**src/rtl/mem_dump_reader.sv**
```systemverilog
// Streams a window of data-memory words out of the debug read port as bytes
// on a valid/ready channel. The window wraps inside the memory and is clipped to its depth.
module mem_dump_reader #(
    parameter int DEPTH_WORDS = 64,
    parameter bit LSB_FIRST   = 1'b1
) (
    input  logic        clk,
    input  logic        rst_n,
    input  logic        start,
    input  logic [31:0] base_addr,
    input  logic [6:0]  num_words,
    output logic [31:0] mem_addr,
    input  logic [31:0] mem_rdata,
    output logic [7:0]  tx_data,
    output logic        tx_valid,
    input  logic        tx_ready,
    output logic        busy,
    output logic        done
);
    // state   | meaning
    // S_IDLE  | waiting for start
    // S_FETCH | memory addressed, word captured at the edge
    // S_SEND  | presenting bytes of the captured word
    // S_DONE  | one-cycle completion pulse
    typedef enum logic [1:0] {S_IDLE, S_FETCH, S_SEND, S_DONE} state_t;

    localparam int        AW         = $clog2(DEPTH_WORDS * 4);
    localparam logic [6:0] DEPTH_CLIP = 7'(DEPTH_WORDS);

    state_t      state, state_nxt;
    logic [31:0] addr_q, addr_inc, base_word, word_q;
    logic [6:0]  remaining_q, num_clip;
    logic [1:0]  byte_idx_q, byte_sel;
    logic        last_byte, last_word;

    assign num_clip  = (num_words > DEPTH_CLIP) ? DEPTH_CLIP : num_words;
    assign base_word = {base_addr[31:2], 2'b00};
    // Only the in-memory offset advances, so the walk wraps from the top word back to word 0.
    assign addr_inc  = {addr_q[31:AW], addr_q[AW-1:0] + AW'(4)};
    assign byte_sel  = LSB_FIRST ? byte_idx_q : (2'd3 - byte_idx_q);
    assign last_byte = (byte_idx_q == 2'd3);
    assign last_word = (remaining_q == 7'd1);

    always_ff @(posedge clk or negedge rst_n) begin
        if (!rst_n) begin
            state <= S_IDLE;
        end else begin
            state <= state_nxt;
        end
    end

    always_comb begin
        state_nxt = state;
        tx_valid  = 1'b0;
        tx_data   = 8'h00;
        busy      = 1'b1;
        done      = 1'b0;
        case (state)
            S_IDLE: begin
                busy = 1'b0;
                if (start) begin
                    state_nxt = (num_clip == 7'd0) ? S_DONE : S_FETCH;
                end
            end
            S_FETCH: begin
                state_nxt = S_SEND;
            end
            S_SEND: begin
                tx_valid = 1'b1;
                tx_data  = word_q[{byte_sel, 3'b000} +: 8];
                if (tx_ready && last_byte) begin
                    state_nxt = last_word ? S_DONE : S_FETCH;
                end
            end
            S_DONE: begin
                done      = 1'b1;
                state_nxt = S_IDLE;
            end
            default: begin
                state_nxt = S_IDLE;
            end
        endcase
    end

    // mem_addr is only rewritten on entry to FETCH, so it holds its last value otherwise.
    always_ff @(posedge clk or negedge rst_n) begin
        if (!rst_n) begin
            addr_q      <= 32'd0;
            mem_addr    <= 32'd0;
            word_q      <= 32'd0;
            remaining_q <= 7'd0;
            byte_idx_q  <= 2'd0;
        end else begin
            case (state)
                S_IDLE: begin
                    if (start) begin
                        addr_q      <= base_word;
                        remaining_q <= num_clip;
                        if (num_clip != 7'd0) begin
                            mem_addr <= base_word;
                        end
                    end
                end
                S_FETCH: begin
                    word_q     <= mem_rdata;
                    byte_idx_q <= 2'd0;
                end
                S_SEND: begin
                    if (tx_ready) begin
                        if (!last_byte) begin
                            byte_idx_q <= byte_idx_q + 2'd1;
                        end else begin
                            remaining_q <= remaining_q - 7'd1;
                            addr_q      <= addr_inc;
                            if (!last_word) begin
                                mem_addr <= addr_inc;
                            end
                        end
                    end
                end
                default: begin
                end
            endcase
        end
    end

endmodule
```
**config.mk**
```make
export PLATFORM = sky130hd
export DESIGN_NAME = mem_dump_reader
export DESIGN_NICKNAME = d
export VERILOG_FILES = /design/src/rtl/mem_dump_reader.sv
export SDC_FILE = /design/constraint.sdc
export NUM_CORES = 1
export LEC_CHECK = 0
export CAP_MARGIN = 25
export CORE_UTILIZATION = 40
export CTS_BUF_LIST = sky130_fd_sc_hd__clkbuf_4 sky130_fd_sc_hd__clkbuf_8
export DETAILED_ROUTE_END_ITERATION = 12
export DONT_BUFFER_PORTS = 1
export GPL_ROUTABILITY_DRIVEN = 0
export GPL_TIMING_DRIVEN = 0
export SLEW_MARGIN = 20
export SYNTH_ARGS = -nofsm -noshare
export SYNTH_HDL_FRONTEND = slang
export SYNTH_SLANG_ARGS = --single-unit
```
**constraint.sdc**
```tcl
create_clock -name clk -period 1.71 [get_ports clk]
set_input_delay 0.0855 -clock clk [delete_from_list [all_inputs] [get_ports clk]]
set_output_delay 0.0855 -clock clk [all_outputs]
set_load 0.05 [all_outputs]
```
# Word-level counts from Yosys, hierarchy flattened
# Cells that the tools add are included.
# word_totals
output_inout_bits,43
in_bits,75
register_bits,107
word_cells,63
# op_classes
mux,27
n_bitwise,1
shift,1
eq_ne,12
add_sub_neg,3
reduce_logical,11
order_cmp,1
# op_table
op,n
$mux W32,6
$pmux W32 S2,2
$shiftx A32 B6 Y8,1
$mux W7,4
$mux W8,3
$ne A2 B2 Y1 const B,7
$pmux W7 S2,1
$mux W2,6
$add A8 B3 Y8 const B,1
$pmux W2 S4,1
$eq A7 B1 Y1 const B,1
$gt A7 B7 Y1 const B,1
$logic_not A7 Y1,1
$reduce_bool A7 Y1,1
$sub A7 B1 Y7 const B,1
$eq A2 B2 Y1 const B,3
$reduce_and A3 Y1,2
$reduce_and A6 Y1,1
$pmux W2 S2,1
$reduce_and A4 Y1,1
$reduce_bool A2 Y1,2
$mux W1,3
$add A2 B1 Y2 const B,1
$eq A2 B1 Y1 const B,1
other kinds (4),4

# Depth between registers and ports, before layout
# Gate-level depths: netlist of the first run.
# logic_depth
ltp_word,6
depth_mapped,9
mapped_depth_nobuf,6

# Least setup slack after synthesis of the first run
# OpenSTA, ideal clock, no wires.
# synth_path
path_kind,register to output
from,reg state[0]
to,out tx_data[0]
n_path_buf,3
t_required_ns,1.624
slack_ns,-0.299
stages_incl_launch_ff,7
arrival_ns,1.923
cell_sequence,dfrtp_1 -> buf_4 -> nand2b_4 -> buf_6 -> inv_4 -> clkbuf_1 -> and2_1
# synth_via
elab_chain_len,2
# synth_lines
item,line,text
from (decl),30,"state_t state, state_nxt;"
from (signal assigned),48,state <= state_nxt;
$eq A2 B2 Y1,58,case (state)
$mux W8,58,
to (decl),14,"output logic [7:0] tx_data,"
# Every way passes these cells.

# Final worst setup path of the first run
# layout_path
from,reg byte_idx_q[0]
to,reg mem_addr[17]
# layout_via
elab_chain_len,3
# layout_lines
item,line,text
from (decl),33,"logic [1:0] byte_idx_q, byte_sel;"
from (signal assigned),111,byte_idx_q <= byte_idx_q + 2'd1;
$eq A2 B2 Y1,41,assign last_byte = (byte_idx_q == 2'd3);
$ne A2 B2 Y1 (no source line),n/a,
$reduce_and A6 Y1 (no source line),n/a,
to (signal assigned),100,mem_addr <= base_word;
to (signal assigned),116,mem_addr <= addr_inc;
to (decl),12,"output logic [31:0] mem_addr,"
# Every way passes these cells.
# A chain may end at the register's enable or synchronous reset.

==> results of run 1 <==
## logic make-up (layout without fill, tap and decap cells)
group / after synthesis / in the layout / synth area share
and+or+nand+nor: 129 / 129 / 0.116
DFF: 103 / 103 / 0.515
muxes: 97 / 97 / 0.259
AOI/OAI and AO/OA: 44 / 44 / 0.0553
buffers and inverters: 35 / 134 / 0.0385
adders and majority gates: 4 / 4 / 0.0100
xor gates and xnor gates: 3 / 3 / 0.00525
other: 1 / 2 / 0.000749
## how the worst min path moves through the flow
stage / start / end / slack (ns) / depth (start not counted)
after global routing: rst_n / word_q[6] / -0.64 / 0
final: rst_n / word_q[6] / -0.60 / 0
after global placement: rst_n / word_q[30] / -0.21 / 0
after CTS: rst_n / remaining_q[5] / -0.63 / 0
after detailed placement: rst_n / word_q[30] / -0.21 / 0
after floorplan: rst_n / addr_q[10] / -0.21 / 0
## critical path: stages (launching register included)
cell and delay, ns:
dfrtp_1 0.42, buf_6 0.14, ha_4 0.17, a31oi_4 0.20, inv_2 0.08, nand3_4 0.17
clkbuf_16 0.20, mux2_4 0.29
## what timing repair did
action,4_1_cts,5_1_grt
gates resized for setup,30,21
endpoints found under the hold margin,199,103
setup buffers,11,5
cloned,2,1
setup endpoints to repair,101,57
pin swaps,9,5
## final cells by class
type	count	area, µm²	share of cell area
buffer	24	221	0.0346
clock buffer	11	145	0.0227
clock inverter	3	45.0	0.00703
inverter	8	37.5	0.00586
multi-input combinational	279	2280	0.357
sequential	103	2580	0.403
tap	168	210	0.0328
timing repair buffer	88	881	0.138
## registers in the layout (all words and copies together), names as in the netlist
signal       count
word_q          32
addr_q          30
mem_addr        30
remaining_q      7
byte_idx_q       2
state            2
## metal layers
| layer | vias to the layer above | part of all wire |
|---|---|---|
| met5 | - | 0 |
| met4 | 0 | 0.011 |
| met3 | 9 | 0.060 |
| li1 | 1619 | - |
| met1 | 1689 | 0.43 |
| met2 | 97 | 0.50 |
## cells in the mapped netlist, types with 2 or more instances
cell type | count | area, µm²
mux2_4 | 30 | 450
o21ai_0 | 13 | 65.1
nor2_1 | 14 | 52.6
inv_1 | 6 | 22.5
nor3b_1 | 2 | 15.0
nand2b_1 | 2 | 12.5
buf_2 | 11 | 55.1
a41oi_1 | 2 | 17.5
buf_6 | 4 | 45.0
nor3_1 | 4 | 20.0
clkbuf_1 | 8 | 30.0
o211ai_1 | 2 | 15.0
ha_1 | 4 | 50.1
mux4_2 | 8 | 180
buf_4 | 4 | 30.0
o22a_1 | 2 | 17.5
nand3_1 | 3 | 15.0
and2_1 | 9 | 56.3
mux2_2 | 59 | 664
nand2_1 | 86 | 323
xor2_1 | 2 | 17.5
dfrtp_1 | 103 | 2580
a31oi_1 | 6 | 37.5
a21oi_1 | 13 | 65.1
nor2b_1 | 2 | 12.5
or3_1 | 2 | 12.5
## power groups by stage
stage / combinational (mW) / sequential (mW) / clock (mW)
floorplan: 4.12 / 5.51 / 0
global placement: 4.71 / 5.72 / 0
detailed placement: 4.84 / 5.77 / 0
CTS: 5.45 / 5.72 / 1.59
global route: 6.05 / 5.93 / 1.69
finish: 5.57 / 5.77 / 1.53
## stage by stage
| step | worst slack (ns) | std cells |
|---|---|---|
| global placement | -0.249 | 585 |
| floorplan | 0.00152 | 417 |
| global route | -0.124 | 684 |
| finish | -0.0527 | 684 |
| CTS | -0.0666 | 680 |
| detailed placement | -0.274 | 585 |
==> flow_summary_export.csv, run 1 <==
group,metric,value,unit
outcome,status,"finished with violations",
outcome,violations,"hold timing, setup timing",
routing,via_count,3414,
global_route,antenna_found_initial,0,
synthesis,synth_seq_cells,103,
sta,tightestPinTransition,0.537,ns
synthesis,synth.distinct_cells,41,
synthesis,synthCells,416,
sta,slew_headroom,0.638,
routing,drc,0,
routing,wire_per_inst,16.8,µm
clocking,clockBufferDepth,2,
finish,synthToLayoutAreaGrowth,28.0,%
global_route,grt.met1_usage,0.239,
synthesis,syn_area,5000,µm²
clocking,htreeDepth,3,
floorplanning,die_area,13000,µm²
sta,finalHoldViolCount,103,
sta,whs,-0.598,ns
power,ir_drop,1.31,mV
global_route,grt_use_total,0.188,
critical_path,cp_max_fo,5,
synthesis,ys_seq_area_frac,0.515,
routing,postRouteAntennaNets,0,
critical_path,cp-start-kind,"flop",
critical_path,rr_startpoint,"byte_idx_q[0]",
power,p_int,7.39,mW
routing,wirelength,11500,µm
finish,fin_nets,592,
sta,rsz0062_at_grt,"yes",
sta,setup_viol,37,
floorplanning,start_util,0.413,
place,placed_area,5230,µm²
global_route,grt_pass1_wl,18500,µm
finish,finish.instance_area,6400,µm²
finish,final_common_cell,"dfrtp_1",
routing,first_iter_violations,156,
clocking,cts_root_buf,"clkbuf_8",
finish,fillers,1075,
power,combPwrFrac,0.433,
synthesis,ys.flop_type,"dfrtp_1",
synthesis,avgSynthCellArea,12.0,µm²
critical_path,rr_endpoint,"mem_addr[17]",
finish,drive_gt1_frac,0.333,
floorplanning,rows,40,
power,clkPwrFrac,0.119,
sta,finalCritPeriodShare,1.03,
critical_path,path_class,"reg -> reg",
power,seqPwrFrac,0.448,
synthesis,synth_edf_count,0,
global_route,met2_usage,0.310,
floorplanning,pin_count,118,
global_route,grt_max_degree,104,
critical_path,cp_data_arrival_time,2.03,ns
clocking,clk_pin_slew_worst_paths,0.09,ns
floorplanning,die_x,114,µm
routing,drt_pass1_iterations,5,
sta,fmax,567,MHz
critical_path,r2r_setup_slack,-0.05,ns
power,p_switching,5.48,mW
global_route,gr-total-overflow,0,
synthesis,ys_async_sr_fraction,1.00,
critical_path,endpoint,"mem_addr[17]",
clocking,cts_hold_buf,69,
clocking,cts.sinks,103,
synthesis,yosys_warnings,0,
finish,final_cell_mix,"102 x dfrtp_1, 86 x nand2_1, 69 x dlygate4sd3_1, 59 x mux2_2, 30 x mux2_4",
finish,antenna_cells,0,
finish,post-route-util,0.529,
place,hpwlAfterDp,7500,µm
clocking,worst_skew_pair.late_latency,0.38,ns
critical_path,crit_path_end_kind,"flop",
job,maxCapViolations,0,
critical_path,reg2regPathDepth,7,
sta,tns,-0.996,ns
global_route,grt.busiest_layer,"met2",
power,p_leak,2.88,nW
floorplanning,die_h,114,µm
global_route,grt_pass1_vias,3601,
floorplanning,core-area,12100,µm²
power,power_density,2010,nW/µm²
place,port_buffers,0,
power,p_total,12.9,mW
sta,drv_slew,0,
power,netSwitchingFraction,0.426,
sta,fin_crit,1.76,ns
routing,routed_via_density,4.99,
sta,setup_slack,-0.0527,ns
critical_path,cp_data_required_time,1.97,ns
sta,finClkSkew,0.0162,ns
clocking,cts_tree,"yes",
min_path,hp-class,"in -> async",
clocking,cts_inserted_buffers,9,
critical_path,cp-startpoint,"byte_idx_q[0]",
global_route,grt.met3_usage,0.0547,
Note: power is estimated with default switching activity, not from simulation.
==> run 2, diff against run 1 <==
--- a/config.mk
+++ b/config.mk
@@ -12,6 +12,7 @@
 export DONT_BUFFER_PORTS = 1
 export GPL_ROUTABILITY_DRIVEN = 0
 export GPL_TIMING_DRIVEN = 0
+export SKIP_LAST_GASP = 1
 export SLEW_MARGIN = 20
 export SYNTH_ARGS = -nofsm -noshare
 export SYNTH_HDL_FRONTEND = slang
==> run 2 against run 1 <==
  * The flow still finishes with violations (hold timing, setup timing)
  * Cell area is essentially flat
  * Via count down 0.18%
  * First-iteration DRC count did not move
  * Fmax unchanged
  * Routed wire length about the same
  * Setup slack barely moved
  * Register-to-register slack about the same
  * Hold slack about the same
  * Core utilization is essentially flat
  * Largest power group unchanged
==> flow_summary_export.csv, run 2 (same netlist as run 1, synthesis figures left out) <==
group,metric,value,unit
outcome,status,"finished with violations",
outcome,violations,"hold timing, setup timing",
power,combPwrFrac,0.433,
floorplanning,die_h,114,µm
clocking,cts.sinks,103,
critical_path,rr_endpoint,"mem_addr[17]",
routing,wire_per_inst,16.8,µm
critical_path,cp_data_required_time,1.97,ns
clocking,cts_root_buf,"clkbuf_8",
clocking,clk_pin_slew_worst_paths,0.10,ns
place,hpwlAfterDp,7500,µm
finish,reg_top3,"word_q x32, addr_q x30, mem_addr x30",
clocking,clockBufferDepth,2,
sta,finalCritPeriodShare,1.03,
floorplanning,rows,40,
global_route,grt_use_total,0.188,
global_route,antenna_found_initial,0,
clocking,cts_hold_buf,69,
routing,postRouteAntennaNets,0,
floorplanning,die_area,13000,µm²
power,p_switching,5.48,mW
routing,via_count,3408,
critical_path,path_class,"reg -> reg",
sta,finClkSkew,0.0154,ns
clocking,worst_skew_pair.late_latency,0.38,ns
critical_path,r2r_setup_slack,-0.05,ns
routing,drt_pass1_iterations,5,
finish,finish.instance_area,6400,µm²
sta,rsz0062_at_grt,"yes",
sta,setup_slack,-0.0527,ns
floorplanning,core-area,12100,µm²
sta,drv_slew,0,
finish,drive_gt1_frac,0.333,
finish,synthToLayoutAreaGrowth,27.9,%
finish,antenna_cells,0,
min_path,hp-class,"in -> async",
critical_path,cp_max_fo,5,
clocking,htreeDepth,3,
sta,whs,-0.598,ns
finish,fin_nets,592,
place,placed_area,5230,µm²
floorplanning,die_x,114,µm
critical_path,rr_startpoint,"byte_idx_q[0]",
job,maxCapViolations,0,
floorplanning,pin_count,118,
routing,wirelength,11500,µm
power,power_density,2010,nW/µm²
finish,post-route-util,0.529,
finish,final_common_cell,"dfrtp_1",
clocking,cts_tree,"yes",
sta,slew_headroom,0.638,
finish,final_cell_mix,"102 x dfrtp_1, 86 x nand2_1, 69 x dlygate4sd3_1, 59 x mux2_2, 30 x mux2_4",
critical_path,crit_path_end_kind,"flop",
sta,fin_crit,1.76,ns
routing,first_iter_violations,156,
critical_path,cp-start-kind,"flop",
global_route,grt_pass1_vias,3601,
global_route,gr-total-overflow,0,
power,seqPwrFrac,0.448,
power,netSwitchingFraction,0.426,
critical_path,cp_data_arrival_time,2.03,ns
global_route,grt_pass1_wl,18500,µm
power,p_int,7.38,mW
finish,regMostFlops,"word_q",
power,ir_drop,1.31,mV
sta,finalHoldViolCount,103,
global_route,grt_max_degree,104,
place,placedCellCount,585,
sta,setup_viol,44,
routing,routed_via_density,4.98,
sta,fmax,567,MHz
finish,largest_reg_flops,32,
floorplanning,start_util,0.413,
power,p_leak,2.88,nW
clocking,cts_inserted_buffers,9,
routing,drc,0,
sta,tightestPinTransition,0.537,ns
power,clkPwrFrac,0.119,
place,port_buffers,0,
finish,stdcell_count,684,
critical_path,reg2regPathDepth,7,
sta,tns,-1.08,ns
run 2: cell counts in the layout (fill, tap and decap cells not counted):
Identical to the previous run, type by type.
run 2: per-layer routing:
| layer | vias to the layer above | share of wire | GRT usage | routed length (µm) |
|---|---|---|---|---|
| met5 | - | 0 | 0 | 0 |
| met4 | 0 | 0.011 | 0.0615 | 129 |
| met3 | 9 | 0.060 | 0.0547 | 693 |
| met2 | 97 | 0.50 | 0.310 | 5720 |
| met1 | 1684 | 0.43 | 0.239 | 4950 |
| li1 | 1618 | - | - | - |
run 2: per-stage QoR:
stage,power (mW),setup WS (ns)
2_1_floorplan,9.63,0.00152
3_3_place_gp,10.4,-0.249
3_5_place_dp,10.6,-0.274
4_1_cts,12.8,-0.0666
5_1_grt,13.7,-0.124
6_report,12.9,-0.0527
run 2: worst max-delay path by stage:
| stage | startpoint | end | cells after the start |
|---|---|---|---|
| floorplan | state[1] | mem_addr[10] | 9 |
| global placement | state[1] | addr_q[6] | 6 |
| detailed placement | state[1] | mem_addr[9] | 7 |
| CTS | byte_idx_q[0] | mem_addr[31] | 7 |
| global route | byte_idx_q[0] | tx_data[4] | 3 |
| finish | byte_idx_q[0] | mem_addr[17] | 7 |
run 2: area by class of cell:
type                            count  area [µm²]
Multi-Input combinational cell    279        2280
Timing Repair Buffer               88         881
Fill cell                        1075        5710
Tap cell                          168         210
Sequential cell                   103        2580
Clock inverter                      3        45.0
Buffer                             24         219
Clock buffer                       11         145
Inverter                            8        37.5
run 2: timing repair:
action                     in CTS  in global routing
gates cloned                    2                  1
hold endpoints to repair      199                103
gates resized for setup        30                 19
setup endpoints to repair     101                 57
pin swaps                       9                  5
buffers inserted               11                  5
run 2: power groups by stage:
stage               clock [mW]  combinational, mW  sequential, mW
floorplan                    0               4.12            5.51
global placement             0               4.71            5.72
detailed placement           0               4.84            5.77
CTS                       1.59               5.45            5.72
global route              1.69               6.05            5.93
finish                    1.53               5.57            5.77
run 2: worst max-delay path, stage by stage, from the launching register on:
cell and delay, ns:
dfrtp_1 0.42, buf_6 0.14, ha_4 0.17, a31oi_4 0.20, inv_2 0.08, nand3_4 0.17
clkbuf_16 0.20, mux2_4 0.29
